--- src/rtl/hazard_ctrl.sv ---
// rtl/hazard_ctrl.sv - pipeline hazard, squash, freeze and halt sequencing for the 5-stage core
module hazard_ctrl #(
  parameter int CNT_W = 16
) (
  input  logic             clk,
  input  logic             rst,
  input  logic [2:0]       id_rs,
  input  logic [2:0]       id_rt,
  input  logic             id_rs_used,
  input  logic             id_rt_used,
  input  logic             id_halt,
  input  logic [2:0]       idex_dst,
  input  logic [2:0]       exmem_dst,
  input  logic [2:0]       memwb_dst,
  input  logic             idex_wen,
  input  logic             exmem_wen,
  input  logic             memwb_wen,
  input  logic             ex_redirect,
  input  logic             mem_busy,
  input  logic             wb_halt,
  output logic             pc_en,
  output logic             ifid_en,
  output logic             idex_en,
  output logic             exmem_en,
  output logic             memwb_en,
  output logic             ifid_flush,
  output logic             idex_flush,
  output logic             halted,
  output logic [CNT_W-1:0] stall_cnt,
  output logic [CNT_W-1:0] flush_cnt,
  output logic [CNT_W-1:0] freeze_cnt
);

  typedef enum logic [1:0] {
    S_RUN    = 2'd0,
    S_DRAIN  = 2'd1,
    S_HALTED = 2'd2
  } state_t;

  typedef enum logic [2:0] {
    A_HALTED   = 3'd0,
    A_FREEZE   = 3'd1,
    A_REDIRECT = 3'd2,
    A_STALL    = 3'd3,
    A_DRAIN    = 3'd4,
    A_NORMAL   = 3'd5
  } action_t;

  state_t           state_q, state_d;
  logic             halted_q, halted_d;
  logic [CNT_W-1:0] stall_cnt_q, stall_cnt_d;
  logic [CNT_W-1:0] flush_cnt_q, flush_cnt_d;
  logic [CNT_W-1:0] freeze_cnt_q, freeze_cnt_d;
  action_t          action;
  logic             raw;

  // No forwarding or bypass exists, so any in-flight writer of the register blocks decode (R0 included)
  function automatic logic hit(input logic [2:0] r);
    return (idex_wen  && (idex_dst  == r)) ||
           (exmem_wen && (exmem_dst == r)) ||
           (memwb_wen && (memwb_dst == r));
  endfunction

  function automatic logic [CNT_W-1:0] sat_inc(input logic [CNT_W-1:0] v, input logic en);
    return (en && (v != {CNT_W{1'b1}})) ? v + CNT_W'(1) : v;
  endfunction

  // RAW detection against all three in-flight destinations
  always_comb begin
    raw = (id_rs_used && hit(id_rs)) || (id_rt_used && hit(id_rt));
  end

  // Priority-ordered selection of this cycle's pipeline action
  always_comb begin
    action = A_NORMAL;
    if (state_q == S_HALTED)               action = A_HALTED;
    else if (mem_busy)                     action = A_FREEZE;
    else if (ex_redirect)                  action = A_REDIRECT;
    else if (raw && (state_q == S_RUN))    action = A_STALL;
    else if (state_q == S_DRAIN)           action = A_DRAIN;
  end

  // Enable/flush decode; reset forces every register to load its flushed value
  always_comb begin
    pc_en      = 1'b1;
    ifid_en    = 1'b1;
    idex_en    = 1'b1;
    exmem_en   = 1'b1;
    memwb_en   = 1'b1;
    ifid_flush = 1'b0;
    idex_flush = 1'b0;
    if (rst) begin
      ifid_flush = 1'b1;
      idex_flush = 1'b1;
    end else begin
      case (action)
        A_HALTED, A_FREEZE: begin
          pc_en    = 1'b0;
          ifid_en  = 1'b0;
          idex_en  = 1'b0;
          exmem_en = 1'b0;
          memwb_en = 1'b0;
        end
        A_REDIRECT: begin
          ifid_flush = 1'b1;
          idex_flush = 1'b1;
        end
        A_STALL: begin
          pc_en      = 1'b0;
          ifid_en    = 1'b0;
          idex_flush = 1'b1;
        end
        A_DRAIN: begin
          pc_en      = 1'b0;
          ifid_flush = 1'b1;
        end
        default: begin
        end
      endcase
    end
  end

  // Next state and saturating statistics; a halt reaching WB outranks a younger redirect
  always_comb begin
    state_d = state_q;
    case (state_q)
      S_RUN: begin
        if (wb_halt && !mem_busy)                state_d = S_HALTED;
        else if (id_halt && action == A_NORMAL)  state_d = S_DRAIN;
      end
      S_DRAIN: begin
        if (wb_halt && !mem_busy)                state_d = S_HALTED;
        else if (action == A_REDIRECT)           state_d = S_RUN;
      end
      default: state_d = S_HALTED;
    endcase
    halted_d     = (state_d == S_HALTED);
    stall_cnt_d  = sat_inc(stall_cnt_q,  action == A_STALL);
    flush_cnt_d  = sat_inc(flush_cnt_q,  action == A_REDIRECT);
    freeze_cnt_d = sat_inc(freeze_cnt_q, action == A_FREEZE);
  end

  // State and statistics registers with synchronous reset
  always_ff @(posedge clk) begin
    if (rst) begin
      state_q      <= S_RUN;
      halted_q     <= 1'b0;
      stall_cnt_q  <= '0;
      flush_cnt_q  <= '0;
      freeze_cnt_q <= '0;
    end else begin
      state_q      <= state_d;
      halted_q     <= halted_d;
      stall_cnt_q  <= stall_cnt_d;
      flush_cnt_q  <= flush_cnt_d;
      freeze_cnt_q <= freeze_cnt_d;
    end
  end

  assign halted     = halted_q && !rst;
  assign stall_cnt  = stall_cnt_q;
  assign flush_cnt  = flush_cnt_q;
  assign freeze_cnt = freeze_cnt_q;

endmodule

--- config.mk ---
export PLATFORM = sky130hd
export DESIGN_NAME = hazard_ctrl
export DESIGN_NICKNAME = d
export VERILOG_FILES = /design/src/rtl/hazard_ctrl.sv
export SDC_FILE = /design/constraint.sdc
export NUM_CORES = 1
export LEC_CHECK = 0
export ABC_AREA = 0
export BUFFER_PORTS_ARGS = -buffer_cell sky130_fd_sc_hd__buf_2
export CAP_MARGIN = 20
export CORE_MARGIN = 2
export CORE_UTILIZATION = 25
export CTS_CLUSTER_DIAMETER = 30
export CTS_CLUSTER_SIZE = 40
export DETAILED_ROUTE_END_ITERATION = 8
export PLACE_DENSITY = 0.41
export SLEW_MARGIN = 20
export SYNTH_ARGS = -nofsm -noshare
export SYNTH_HDL_FRONTEND = slang
export SYNTH_SLANG_ARGS = --single-unit
--- constraint.sdc ---
create_clock -name clk -period 4.4 [get_ports clk]
set_input_delay 0.22 -clock clk [delete_from_list [all_inputs] [get_ports clk]]
set_output_delay 0.22 -clock clk [all_outputs]
set_load 0.02 [all_outputs]
---- Yosys cells after proc, flatten, opt, wreduce, memory -nomap -nowiden ----
Cells that the tools add are included.
word-level totals
  bits in registers ....................... 51
  output and inout port bits .............. 56
operators by class
  mux-type cells .......................... 20
  reductions and logical operators ........ 29
  eq/ne operators ......................... 17
  $add $sub $neg .......................... 3
operators with widths
  cell                     number
  $add A16 B1 Y16 const B  3
  $ne A16 B16 Y1 const B   3
  $eq A3 B3 Y1             6
  $logic_and A1 B1 Y1      15
  $mux W3                  4
  $mux W1                  11
  $mux W2                  4
  $eq A3 B2 Y1 const B     2
  $eq A3 B3 Y1 const B     2
  $reduce_or A2 Y1         3
  $logic_or A1 B1 Y1       5
  $eq A2 B2 Y1 const B     2
  $pmux W2 S2              1
  $reduce_or A4 Y1         1
  $eq A3 B1 Y1 const B     1
  $logic_not A3 Y1         1
  $reduce_or A3 Y1         1
  $eq A2 B1 Y1 const B     1
  $logic_not A1 Y1         2
  $logic_not A2 Y1         1

---- Longest topological paths before layout ----
Gate-level depths: netlist of run 1.
  word-level depth ........................ 17
  gate-level depth with buffers ........... 8

---- Worst setup path before layout of run 1 ----
Ideal clock, no wire load.
  kind .................................... register to register
  start point ............................. reg stall_cnt_q[2], in the netlist stall_cnt[2]
  end point ............................... reg stall_cnt_q[7], in the netlist stall_cnt[7]
  setup time .............................. 0.121 ns
  cell stages (with the launch flop) ...... 6
  path buffers ............................ 0
  period minus slack after synthesis ...... 2.024 ns
  arrival ................................. 1.903 ns
  setup slack ............................. 2.376 ns
  path through ............................ dfxtp_1 -> and3_4 -> nand2_2 -> or4b_2 -> nor3_1 -> mux2_2
between the ends
  word-level cells in the longest chain between the ends .. 2
  elaborated cells between the ends (all ways) .. 3
ends and longest elaborated chain
  what                                                                     line  source
  from (decl)                                                              51    logic [CNT_W-1:0] stall_cnt_q, stall_cnt_d;
  from (signal assigned)                                                   154   stall_cnt_q <= stall_cnt_d;
  parallel branches: the longest is 2 deep, another holds $add A16 B1 Y16  n/a
Parallel ways; which one is timed is not known.
A chain may end at the register's enable or synchronous reset.

---- Worst setup path in the final report of run 1 ----
  start point ............................. reg stall_cnt_q[0], in the netlist stall_cnt[0]
  end point ............................... reg stall_cnt_q[12], in the netlist stall_cnt[12]
The elaborated chain is that of the path after synthesis.

==> flow_summary.rst, run 1 <==
.. list-table::
   :header-rows: 1

   * - Metric
     - Value
   * - Critical-path maximum fanout
     - 10
   * - Final TNS setup
     - 0 ps
   * - Xor and xnor fraction of the mapped netlist area
     - 14.06%
   * - Floorplan Core Area
     - 10890 µm²
   * - CTS max path bufs
     - 2
   * - Count of final setup violators
     - 0
   * - DP Cell Count
     - approximately 540
   * - TritonCTS clock tree
     - built
   * - GRT Total Usage
     - 12.53%
   * - Minimum setup slack among reg-to-reg paths
     - roughly 2300 ps
   * - Largest family of logic cells by synthesized area
     - simple AND/OR/NAND/NOR gates
   * - Depth of the worst hold-timing path
     - 3
   * - Average via count per standard cell
     - 4.697
   * - Normalized max-slew margin
     - between 50% and 60%
   * - Logic gate share of total power
     - a little under an eighth
   * - Die footprint
     - 12080 µm²
   * - Maximum number of pins on one net before global-route repair
     - 65
   * - Outcome
     - complete, no violations
   * - Final standard cell count with taps included and fillers excluded
     - ~550
   * - Number of buffers created by CTS
     - 5
   * - Number of nets with antenna violations after routing
     - 0
   * - Unrepaired setup endpoints after global routing
     - false
   * - Number of different library cells in the post-synthesis netlist
     - 48
   * - Switching power share of the total
     - about a quarter
   * - Flip-flop and latch count after synthesis
     - 51
   * - Startpoint of the most critical setup path
     - stall_cnt[0]
   * - Routability congestion estimate from global placement
     - approximately 0.78
   * - CP peak stage delay
     - between 500 and 600 ps
   * - Most used DFF post-synth
     - dfxtp_1
   * - Seq/Total Area, Yosys
     - 36.41%
   * - Count of cells along the worst register-to-register path
     - 6
   * - Post-synth top area share
     - a little over a third
   * - Busiest metal layer after global routing
     - met2
   * - Reg2reg start
     - stall_cnt[0]
   * - Count of buffers added by post-CTS timing repair for setup
     - 0
   * - Cell count along the critical path
     - 6
   * - Std cell rows
     - 38
   * - Initial standard-cell utilization of the core
     - roughly a quarter
   * - Congestion Overflow GR
     - 0
   * - Worst endpoint data arrival time
     - 2260 ps
   * - Cell with the most instances after synthesis
     - dfxtp_1
   * - Number of buffer and inverter instances along the worst setup path
     - 0
   * - Die Height
     - ~110 µm
   * - Fraction of the mapped netlist area in simple logic gates
     - a little under a third
   * - Met2 track utilization from global routing
     - about 22%
   * - Sum of routed wire length over all layers
     - 7184 µm
   * - Worst vdd rail ir drop
     - around 0.00013 V
   * - Final period util
     - around 47%
   * - Detailed placer's ending HPWL
     - 5318 µm
   * - Layout overhead on the synthesized area
     - 22.80%
   * - Number of global-route vias before repair
     - between 2k and 2.5k
   * - Maximum achievable frequency
     - 480.1 MHz
   * - Number of antenna violations at the first check in global routing
     - 0
   * - Average routed wire per standard cell
     - 13.13 µm
   * - Largest delay share family, worst path
     - simple AND/OR/NAND/NOR gates
   * - Worst-Margin Slew
     - 710.2 ps
   * - Number of ports placed on the die boundary
     - between 80 and 90
   * - Synth Area in Adders
     - 1.696%
   * - TritonCTS Sinks
     - between 50 and 60
   * - Required arrival time at the worst endpoint
     - between 4000 and 5000 ps
   * - Critical Path Sink
     - stall_cnt[12]
   * - CTS Root Buffer Type
     - clkbuf_8
   * - Leakage power figure
     - roughly 1.4 nW
   * - Met1 layer usage reported by global route
     - between 15 and 20%
   * - Gate Count Post-Synth
     - 332
   * - Hold Path Class
     - input pin to flop
   * - Post-Syn Area
     - ~2800 µm²
   * - Max-cap violations
     - 0
   * - Share of the core filled with cells in the final layout
     - about a third
   * - List of cells traversed by the critical path
     - ha_1 -> nand3_1 -> nor3b_2 -> or3_1 -> or4_1 -> a21oi_1
   * - Kind of start point of the critical path
     - flop
   * - Insertion delay of the later-clocked pin in the worst-skew pair
     - 310 ps
   * - FFs w/ async S/R, synth
     - 0%
   * - Post-layout minimum cycle time
     - approximately 2100 ps
   * - Met3 Track Usage GR
     - about 2.1%
   * - Syn nets
     - 361
   * - Number of hold violations in the final report
     - 0
   * - Number of remaining DRC errors
     - 0
   * - Complex-gate fraction of the synthesized area
     - under 10%
   * - Share of synthesized area spent on multiplexers
     - about 3.5%
   * - Launch point of the worst hold path
     - wb_halt
   * - Iter 0 DRT Violations
     - 42
   * - Most instantiated cells after synthesis
     - 51 x dfxtp_1, 45 x nor2_1, 24 x xnor2_1
   * - Psw
     - around 0.00024 W
   * - Final #Nets
     - approximately 440
   * - Final non-filler cell area
     - roughly 3400 µm²
   * - Critical path capture point type
     - flop
   * - Share of total power in sequential cells
     - approximately 51%
   * - Layout cells sized above 1
     - 26.04%
   * - CTS-repair resized insts
     - 0
   * - H-tree levels
     - 2
   * - Cell area after placement
     - 3328 µm²
   * - Clock skew after layout
     - 15.02 ps
   * - End of the worst register-to-register path
     - stall_cnt[12]
   * - Clock slew seen by the registers of the worst setup and hold paths
     - ~110 ps
   * - Cell with the biggest individual delay on the critical path
     - nor3b_2
   * - Hold-fix buffer count after cts
     - 0
   * - Count of flip-flops with a built-in enable after synthesis
     - 0
   * - Power Density
     - around 270 nW/µm²
   * - Cell types occupying the most area after synthesis
     - dfxtp_1 36%, xnor2_1 7.5%, xor2_1 6.6%, nor2_1 6.0%, nand4_1 4.2%
   * - Count of vias placed by the detailed router
     - around 2.6k
   * - Clock network fraction of total power
     - 37.1%
   * - Design internal power
     - 0.0006808 W
   * - Number of max-slew violations in the final report
     - 0
   * - Setup Crit Path Kind
     - flop to flop
   * - Wire length of the first global-routing pass
     - 11980 µm
   * - Largest area contributor in the synthesized netlist
     - dfxtp_1
   * - PortBufs
     - 81
   * - Die extent in x
     - around 110 µm
   * - Number of detailed-route iterations in the first pass
     - 4
   * - Total power
     - 0.0009237 W
   * - Number of warnings printed during yosys synthesis
     - 0
   * - Antenna diode count
     - 0
   * - Average instance area after synthesis
     - approximately 8.4 µm²
-- cell families after synthesis --
group           after synthesis
fa+ha+maj                     4
simple gates                162
buf+inv                      22
xor+xnor                     45
flops                        51
mux                           9
compound gates               39
-- routing by layer --
| metal | vias to the layer above | part of all wire (%) |
|---|---|---|
| met5 | - | 0 |
| li1 | 1332 | - |
| met2 | 34 | 48 |
| met4 | 0 | 0.86 |
| met1 | 1197 | 48 |
| met3 | 6 | 3.3 |
-- flip-flops by register name, indices dropped and copies added (netlist names) --
register and flops:
state_q 2, freeze_cnt 16, stall_cnt 16, flush_cnt 16, halted_q 1
-- per-stage QoR --
stage	hold slack [ps]	setup WS, ps
finish	193.9	2317
CTS	186.4	2296
detailed placement	502.2	2328
floorplan	382.0	2376
global placement	502.7	2355
global route	221.0	2069
-- worst min-delay path by stage --
stage	slack [ps]	end
4_1_cts	190	halted_q
2_1_floorplan	380	halted_q
5_1_grt	220	halted_q
3_5_place_dp	500	halted_q
6_report	190	halted_q
3_3_place_gp	500	stall_cnt[12]
-- layout by cell type (no fill, tap or decap), drive strengths merged, types with 2 or more instances in the layout --
master / Yosys / final
nand3: 20 / 20
or4: 4 / 4
and2: 2 / 2
nor2: 45 / 45
o31ai: 4 / 4
a211oi: 6 / 6
nor3: 10 / 10
nand4: 19 / 19
and3: 10 / 10
nor4: 4 / 4
o21ai: 5 / 5
xor2: 21 / 21
nand3b: 3 / 3
nand2b: 3 / 3
buf: 6 / 83
mux2: 6 / 6
a31oi: 5 / 5
or3: 6 / 6
nor2b: 8 / 8
and4: 6 / 6
dfxtp: 51 / 51
inv: 6 / 7
mux2i: 3 / 3
a21oi: 12 / 12
xnor2: 24 / 24
a21o: 2 / 2
nor3b: 2 / 2
ha: 3 / 3
nand2: 16 / 16
clkbuf: 10 / 5
nor4b: 2 / 2
-- area by class of cell --
type / instances / area [µm²]
fillers: 1182 / 7445
multi-input cells: 259 / 1689
flip-flops and latches: 51 / 1021
repair buffers: 83 / 420.4
well taps: 140 / 175.2
clock buffers: 5 / 68.82
clock inverters: 3 / 46.29
inverters: 6 / 22.52
-- worst register-to-register path, cell delays in order, from the launching register on --
cell and delay [ps]:
dfxtp_1 460, ha_1 240, nand3_1 180, nor3b_2 560, or3_1 310, or4_1 140
a21oi_1 60
-- power groups by stage --
stage / Clock, W / Sequential [W] / Combinational [W]
after detailed placement: 0 / 0.000485 / 0.000108
final: 0.000343 / 0.000475 / 0.000106
after CTS: 0.000360 / 0.000475 / 0.000109
after global routing: 0.000381 / 0.000476 / 0.000119
after floorplan: 0 / 0.000488 / 0.0000655
after global placement: 0 / 0.000485 / 0.000108
(Power assumes the default switching activity.)
==> run 2, diff against run 1 <==
clock period = 2.2 ns   (was 4.4 ns; I/O delays follow)
==> run 2 against run 1 <==
  * Register-to-register slack worse by 2100 ps
  * Combinational power is 110% higher
  * Flip-flop and latch count did not move
  * Global-route usage is essentially flat
  * Sequential share of layout area shrank 0.65 points
  * Clock power increased by 58%
  * Utilization increased by 0.71 points
  * Largest cell class unchanged
  * Largest power group unchanged
==> flow_summary.rst, run 2 (same netlist as run 1, synthesis figures left out) <==
.. list-table::
   :header-rows: 1

   * - Metric
     - Value
   * - Number of ports placed on the die boundary
     - 82
   * - Worst-Margin Slew
     - ~690 ps
   * - Final period util
     - 91.90%
   * - Share of the core filled with cells in the final layout
     - about a third
   * - Maximum achievable frequency
     - just under 500 MHz
   * - Top library cells by usage in the layout, fill and taps aside
     - 81 x buf_2, 51 x dfxtp_1, 44 x nor2_1
   * - Congestion Overflow GR
     - 0
   * - Psw
     - 0.0004632 W
   * - Worst vdd rail ir drop
     - 0.0002204 V
   * - Layout cells sized above 1
     - roughly 29%
   * - Required arrival time at the worst endpoint
     - about 2400 ps
   * - TritonCTS clock tree
     - built
   * - List of cells traversed by the critical path
     - ha_1 -> nand3_1 -> nor3b_2 -> buf_4 -> or3_1 -> or4_1 -> a21oi_1
   * - Minimum setup slack among reg-to-reg paths
     - approximately 180 ps
   * - CTS Root Buffer Type
     - clkbuf_8
   * - Unrepaired setup endpoints after global routing
     - false
   * - Routability congestion estimate from global placement
     - around 0.7
   * - Critical path capture point type
     - flop
   * - Insertion delay of the later-clocked pin in the worst-skew pair
     - around 300 ps
   * - Die extent in x
     - between 100 and 150 µm
   * - Final #Nets
     - between 400 and 500
   * - Clock slew seen by the registers of the worst setup and hold paths
     - around 100 ps
   * - Count of vias placed by the detailed router
     - between 2k and 3k
   * - Average via count per standard cell
     - 4.627
   * - Switching power share of the total
     - around 27%
   * - Antenna diode count
     - 0
   * - Count of cells along the worst register-to-register path
     - 7
   * - Final TNS setup
     - 0 ps
   * - Iter 0 DRT Violations
     - 56
   * - Critical-path maximum fanout
     - 8
   * - Logic gate share of total power
     - about an eighth
   * - Startpoint of the most critical setup path
     - stall_cnt[0]
   * - Layout overhead on the synthesized area
     - 25.57%
   * - Design internal power
     - between 0.001 and 0.0015 W
   * - Count of buffers added by post-CTS timing repair for setup
     - 0
   * - Normalized max-slew margin
     - a little over half
   * - Worst endpoint data arrival time
     - 2260 ps
   * - Floorplan Core Area
     - around 11000 µm²
   * - Number of antenna violations at the first check in global routing
     - 0
   * - H-tree levels
     - 2
   * - GRT Total Usage
     - approximately 13%
   * - Number of buffers created by CTS
     - 5
   * - Power Density
     - 485.3 nW/µm²
   * - TritonCTS Sinks
     - 51
   * - Share of total power in sequential cells
     - 55.5%
   * - Max-cap violations
     - 0
   * - Most common cell after layout, fill and taps aside
     - buf_2
   * - Critical Path Sink
     - stall_cnt[12]
   * - Average routed wire per standard cell
     - ~13 µm
   * - Outcome
     - complete, no violations
   * - Die Height
     - about 110 µm
   * - Reg2reg start
     - stall_cnt[0]
   * - Number of global-route vias before repair
     - around 2.5k
   * - Setup Crit Path Kind
     - flop to flop
   * - Hold Path Class
     - input pin to flop
   * - PortBufs
     - 81
   * - Hold-fix buffer count after cts
     - 0
   * - Number of hold violations in the final report
     - 0
   * - Clock skew after layout
     - around 14 ps
   * - Kind of start point of the critical path
     - flop
   * - Die footprint
     - 12080 µm²
   * - Number of detailed-route iterations in the first pass
     - 4
   * - Leakage power figure
     - 1.440 nW
   * - Sum of routed wire length over all layers
     - 7310 µm
   * - Wire length of the first global-routing pass
     - around 12000 µm
   * - Post-layout minimum cycle time
     - between 2000 and 2500 ps
   * - End of the worst register-to-register path
     - stall_cnt[12]
   * - Maximum number of pins on one net before global-route repair
     - 40
   * - Initial standard-cell utilization of the core
     - about a quarter
   * - Number of max-slew violations in the final report
     - 0
   * - Number of remaining DRC errors
     - 0
   * - CTS max path bufs
     - 2
   * - CP peak stage delay
     - 430 ps
   * - Cell with the biggest individual delay on the critical path
     - or4_1
   * - Clock network fraction of total power
     - a little under a third
   * - Number of nets with antenna violations after routing
     - 0
   * - Std cell rows
     - 38
   * - Detailed placer's ending HPWL
     - roughly 5600 µm
   * - Count of final setup violators
     - 0
run 2: cell type report:
cell class	count	area, µm²
Fill cell	1161	7367
Multi-Input combinational cell	259	1692
Sequential cell	51	1021
Timing Repair Buffer	97	525.5
Tap cell	140	175.2
Clock buffer	6	72.57
Inverter	6	22.52
Clock inverter	2	12.51
run 2: layer usage:
| metal | track usage (%) | vias to the layer above | wire length, µm |
|---|---|---|---|
| li1 | - | 1358 | - |
| met1 | 16.82 | 1190 | 3498 |
| met2 | 20.55 | 42 | 3469 |
| met3 | 2.845 | 6 | 267 |
| met4 | 2.803 | 0 | 74 |
| met5 | 0 | - | 0 |
run 2: how the worst min path moves through the flow:
| stage | start | endpoint | slack [ps] | cells after the start |
|---|---|---|---|---|
| finish | wb_halt | state_q[1] | 90 | 3 |
| global route | wb_halt | state_q[1] | 80 | 3 |
| global placement | wb_halt | halted_q | 400 | 3 |
| floorplan | wb_halt | halted_q | 270 | 2 |
| detailed placement | wb_halt | state_q[1] | 400 | 3 |
| CTS | wb_halt | state_q[1] | 80 | 3 |
run 2: what timing repair did:
action,4_1_cts,5_1_grt
hold endpoints to repair,0,0
gates resized for setup,0,1
setup endpoints to repair,0,3
run 2: through the flow:
step	hold WS (ps)	cell area, µm²	setup WS [ps]	power, W	std cells
2_1_floorplan	272.0	2804	176.3	0.001107	332
3_5_place_dp	397.7	3433	159.1	0.001191	553
4_1_cts	78.10	3518	85.44	0.001757	561
6_report	87.64	3521	178.3	0.001709	561
5_1_grt	83.67	3521	2.396	0.001825	561
3_3_place_gp	398.7	3433	177.0	0.001191	553
run 2: power by group through the flow:
stage                     Clock, W  Combinational [W]  Sequential [W]
after floorplan                  0           0.000131        0.000976
after global placement           0           0.000221        0.000969
after detailed placement         0           0.000221        0.000969
after CTS                 0.000587           0.000222        0.000948
after global routing      0.000629           0.000245        0.000951
final                     0.000542           0.000219        0.000948
run 2: worst max-delay path, delay by kind of cell (launching register included):
family          cells  cell delay (ps)
compound gates      1              150
fa+ha+maj           1              220
buf+inv             1              150
flops               1              330
simple gates        4             1110
==> run 3, diff against run 2 <==
CORE_UTILIZATION = 52   (was 25)
PLACE_DENSITY = 0.76   (was 0.41)
==> run 3 against run 2 <==
  * Sequential power about the same
  * Via count increased by 2.5%
  * Fmax increased by 0.65%
  * Largest cell class unchanged
  * Total power increased by 1.7%
  * Worst hold slack improved by 3.6 ps
  * Register-to-register slack about the same
  * Non-clock buffer count decreased by 7
==> flow_summary.rst, run 3 (same netlist as run 1, synthesis figures left out) <==
.. list-table::
   :header-rows: 1

   * - Metric
     - Value
   * - Reg2reg start
     - stall_cnt[0]
   * - Cell area after placement
     - ~3300 µm²
   * - Hold Path Class
     - input pin to flop
   * - Clock network fraction of total power
     - 33.0%
   * - Total power
     - around 0.0017 W
   * - Share of total power in sequential cells
     - 54.6%
   * - Met3 Track Usage GR
     - 3.605%
   * - CTS Root Buffer Type
     - clkbuf_8
   * - Number of ports placed on the die boundary
     - 82
   * - CP peak stage delay
     - about 400 ps
   * - CTS max path bufs
     - 2
   * - Count of cells along the worst register-to-register path
     - 7
   * - Max-cap violations
     - 0
   * - Die extent in x
     - 77.43 µm
   * - End of the worst register-to-register path
     - stall_cnt[12]
   * - Final standard cell count with taps included and fillers excluded
     - ~480
   * - Floorplan Core Area
     - a little over 5000 µm²
   * - Count of buffers added by post-CTS timing repair for setup
     - 0
   * - DP Cell Count
     - 476
   * - Layout cells sized above 1
     - between 20% and 30%
   * - Initial standard-cell utilization of the core
     - 54.55%
   * - Clock slew seen by the registers of the worst setup and hold paths
     - roughly 100 ps
   * - Antenna diode count
     - 0
   * - Required arrival time at the worst endpoint
     - approximately 2400 ps
   * - Unrepaired setup endpoints after global routing
     - false
   * - Number of global-route vias before repair
     - 2421
   * - Depth of the worst hold-timing path
     - 3
   * - PortBufs
     - 81
   * - Switching power share of the total
     - 26.43%
   * - Power Density
     - just over 500 nW/µm²
   * - Launch point of the worst hold path
     - wb_halt
   * - Worst-Margin Slew
     - ~630 ps
   * - Insertion delay of the later-clocked pin in the worst-skew pair
     - between 300 and 400 ps
   * - Number of nets with antenna violations after routing
     - 0
   * - Routability congestion estimate from global placement
     - 0.9824
   * - Post-layout minimum cycle time
     - around 2000 ps
   * - GRT Total Usage
     - approximately 21%
   * - H-tree levels
     - 2
   * - Maximum achievable frequency
     - roughly 500 MHz
   * - Cell count along the critical path
     - 7
   * - Number of remaining DRC errors
     - 0
   * - Final TNS setup
     - 0 ps
   * - Detailed placer's ending HPWL
     - 4732 µm
   * - Sum of routed wire length over all layers
     - approximately 6300 µm
   * - Design internal power
     - ~0.0013 W
   * - TritonCTS clock tree
     - built
   * - Clock skew after layout
     - between 10 and 15 ps
   * - Final period util
     - around 90%
   * - Hold-fix buffer count after cts
     - 0
   * - Startpoint of the most critical setup path
     - stall_cnt[0]
   * - Number of max-slew violations in the final report
     - 0
   * - Average via count per standard cell
     - between 5 and 6
   * - Logic gate share of total power
     - ~12%
   * - Cell with the biggest individual delay on the critical path
     - or4_1
   * - Maximum number of pins on one net before global-route repair
     - 39
   * - Final #Nets
     - between 400 and 500
   * - TritonCTS Sinks
     - slightly above 50
   * - Die footprint
     - 5995 µm²
   * - Iter 0 DRT Violations
     - between 100 and 150
   * - Met1 layer usage reported by global route
     - a little over a quarter
   * - Psw
     - roughly 0.00046 W
   * - Hold endpoint
     - state_q[1]
   * - Wire length of the first global-routing pass
     - ~11000 µm
   * - Die Height
     - 77.43 µm
   * - Count of final setup violators
     - 0
   * - Kind of start point of the critical path
     - flop
   * - Most common cell after layout, fill and taps aside
     - buf_2
   * - Worst vdd rail ir drop
     - around 0.00044 V
   * - Worst endpoint data arrival time
     - around 2200 ps
   * - Largest delay share family, worst path
     - simple AND/OR/NAND/NOR gates
   * - Top library cells by usage in the layout, fill and taps aside
     - 81 x buf_2, 51 x dfxtp_1, 44 x nor2_1
   * - Final non-filler cell area
     - between 3000 and 4000 µm²
   * - Count of vias placed by the detailed router
     - roughly 2.7k
   * - List of cells traversed by the critical path
     - ha_1 -> nand3_1 -> nor3b_2 -> buf_4 -> or3_4 -> or4_1 -> a21oi_1
   * - Minimum setup slack among reg-to-reg paths
     - 190 ps
   * - Normalized max-slew margin
     - 57.97%
   * - Number of detailed-route iterations in the first pass
     - 4
   * - Std cell rows
     - 26
   * - Number of hold violations in the final report
     - 0
   * - Critical path capture point type
     - flop
   * - Average routed wire per standard cell
     - about 13 µm
   * - Fill cell total of the finished layout
     - ~470
   * - Critical-path maximum fanout
     - 8
   * - Leakage power figure
     - about 1.4 nW
   * - Number of buffers created by CTS
     - 5
   * - Outcome
     - complete, no violations
   * - Congestion Overflow GR
     - 0
   * - Layout overhead on the synthesized area
     - 21.24%
   * - Number of buffer and inverter instances along the worst setup path
     - 1
   * - Number of antenna violations at the first check in global routing
     - 0
   * - Busiest metal layer after global routing
     - met2
   * - Met2 track utilization from global routing
     - a little under two fifths
   * - Setup Crit Path Kind
     - flop to flop
==> run 3: cell types whose count changed in the layout (fill, tap and decap cells not counted), sizes merged <==
cell  previous run  this run
buf             97        90
==> run 3: worst max-delay path by stage <==
| stage | endpoint | slack, ps |
|---|---|---|
| floorplan | stall_cnt[7] | 180 |
| global placement | stall_cnt[7] | 200 |
| detailed placement | stall_cnt[12] | 160 |
| CTS | stall_cnt[12] | 150 |
| global route | stall_cnt[10] | 40 |
| finish | stall_cnt[12] | 190 |
==> run 3: tightest hold or removal path: cells and delay by family <==
kind                   cells  cell delay, ps
AOI/OAI and AO/OA          1              70
buffers and inverters      1              90
and+or+nand+nor            1              80
==> run 3: power groups by stage <==
stage	sequential (W)	clock, W	combinational (W)
6_report	0.000948	0.000574	0.000215
2_1_floorplan	0.000976	0	0.000131
3_5_place_dp	0.000970	0	0.000213
4_1_cts	0.000948	0.000595	0.000215
3_3_place_gp	0.000969	0	0.000209
5_1_grt	0.000951	0.000619	0.000238
==> run 3: cell type report <==
class / instances / area, µm² / share of cell area, %
well taps: 70 / 87.58 / 2.576
clock buffers: 6 / 82.58 / 2.429
repair buffers: 90 / 473.0 / 13.91
flip-flops and latches: 51 / 1021 / 30.03
clock inverters: 2 / 16.27 / 0.4785
inverters: 6 / 22.52 / 0.6625
multi-input cells: 259 / 1697 / 49.91
==> run 3: what timing repair did <==
item	in CTS	in global routing
resized for setup	1	1
pin swaps	0	0
setup endpoints to repair	1	3
==> run 3: metrics by stage <==
stage | hold WS, ps | util, % | setup slack (ps)
after global placement | 388.8 | 64.07 | 202.4
final | 91.25 | 66.14 | 191.4
after CTS | 77.63 | 66.04 | 154.7
after floorplan | 272.0 | - | 176.3
after global routing | 124.6 | 66.14 | 36.97
after detailed placement | 391.5 | 64.07 | 160.1
==> run 3: layer usage <==
metal / up-vias / part of all wire, %
met5: - / 0
met4: 0 / 1.2
met3: 9 / 3.8
met2: 63 / 49
met1: 1245 / 46
li1: 1344 / -
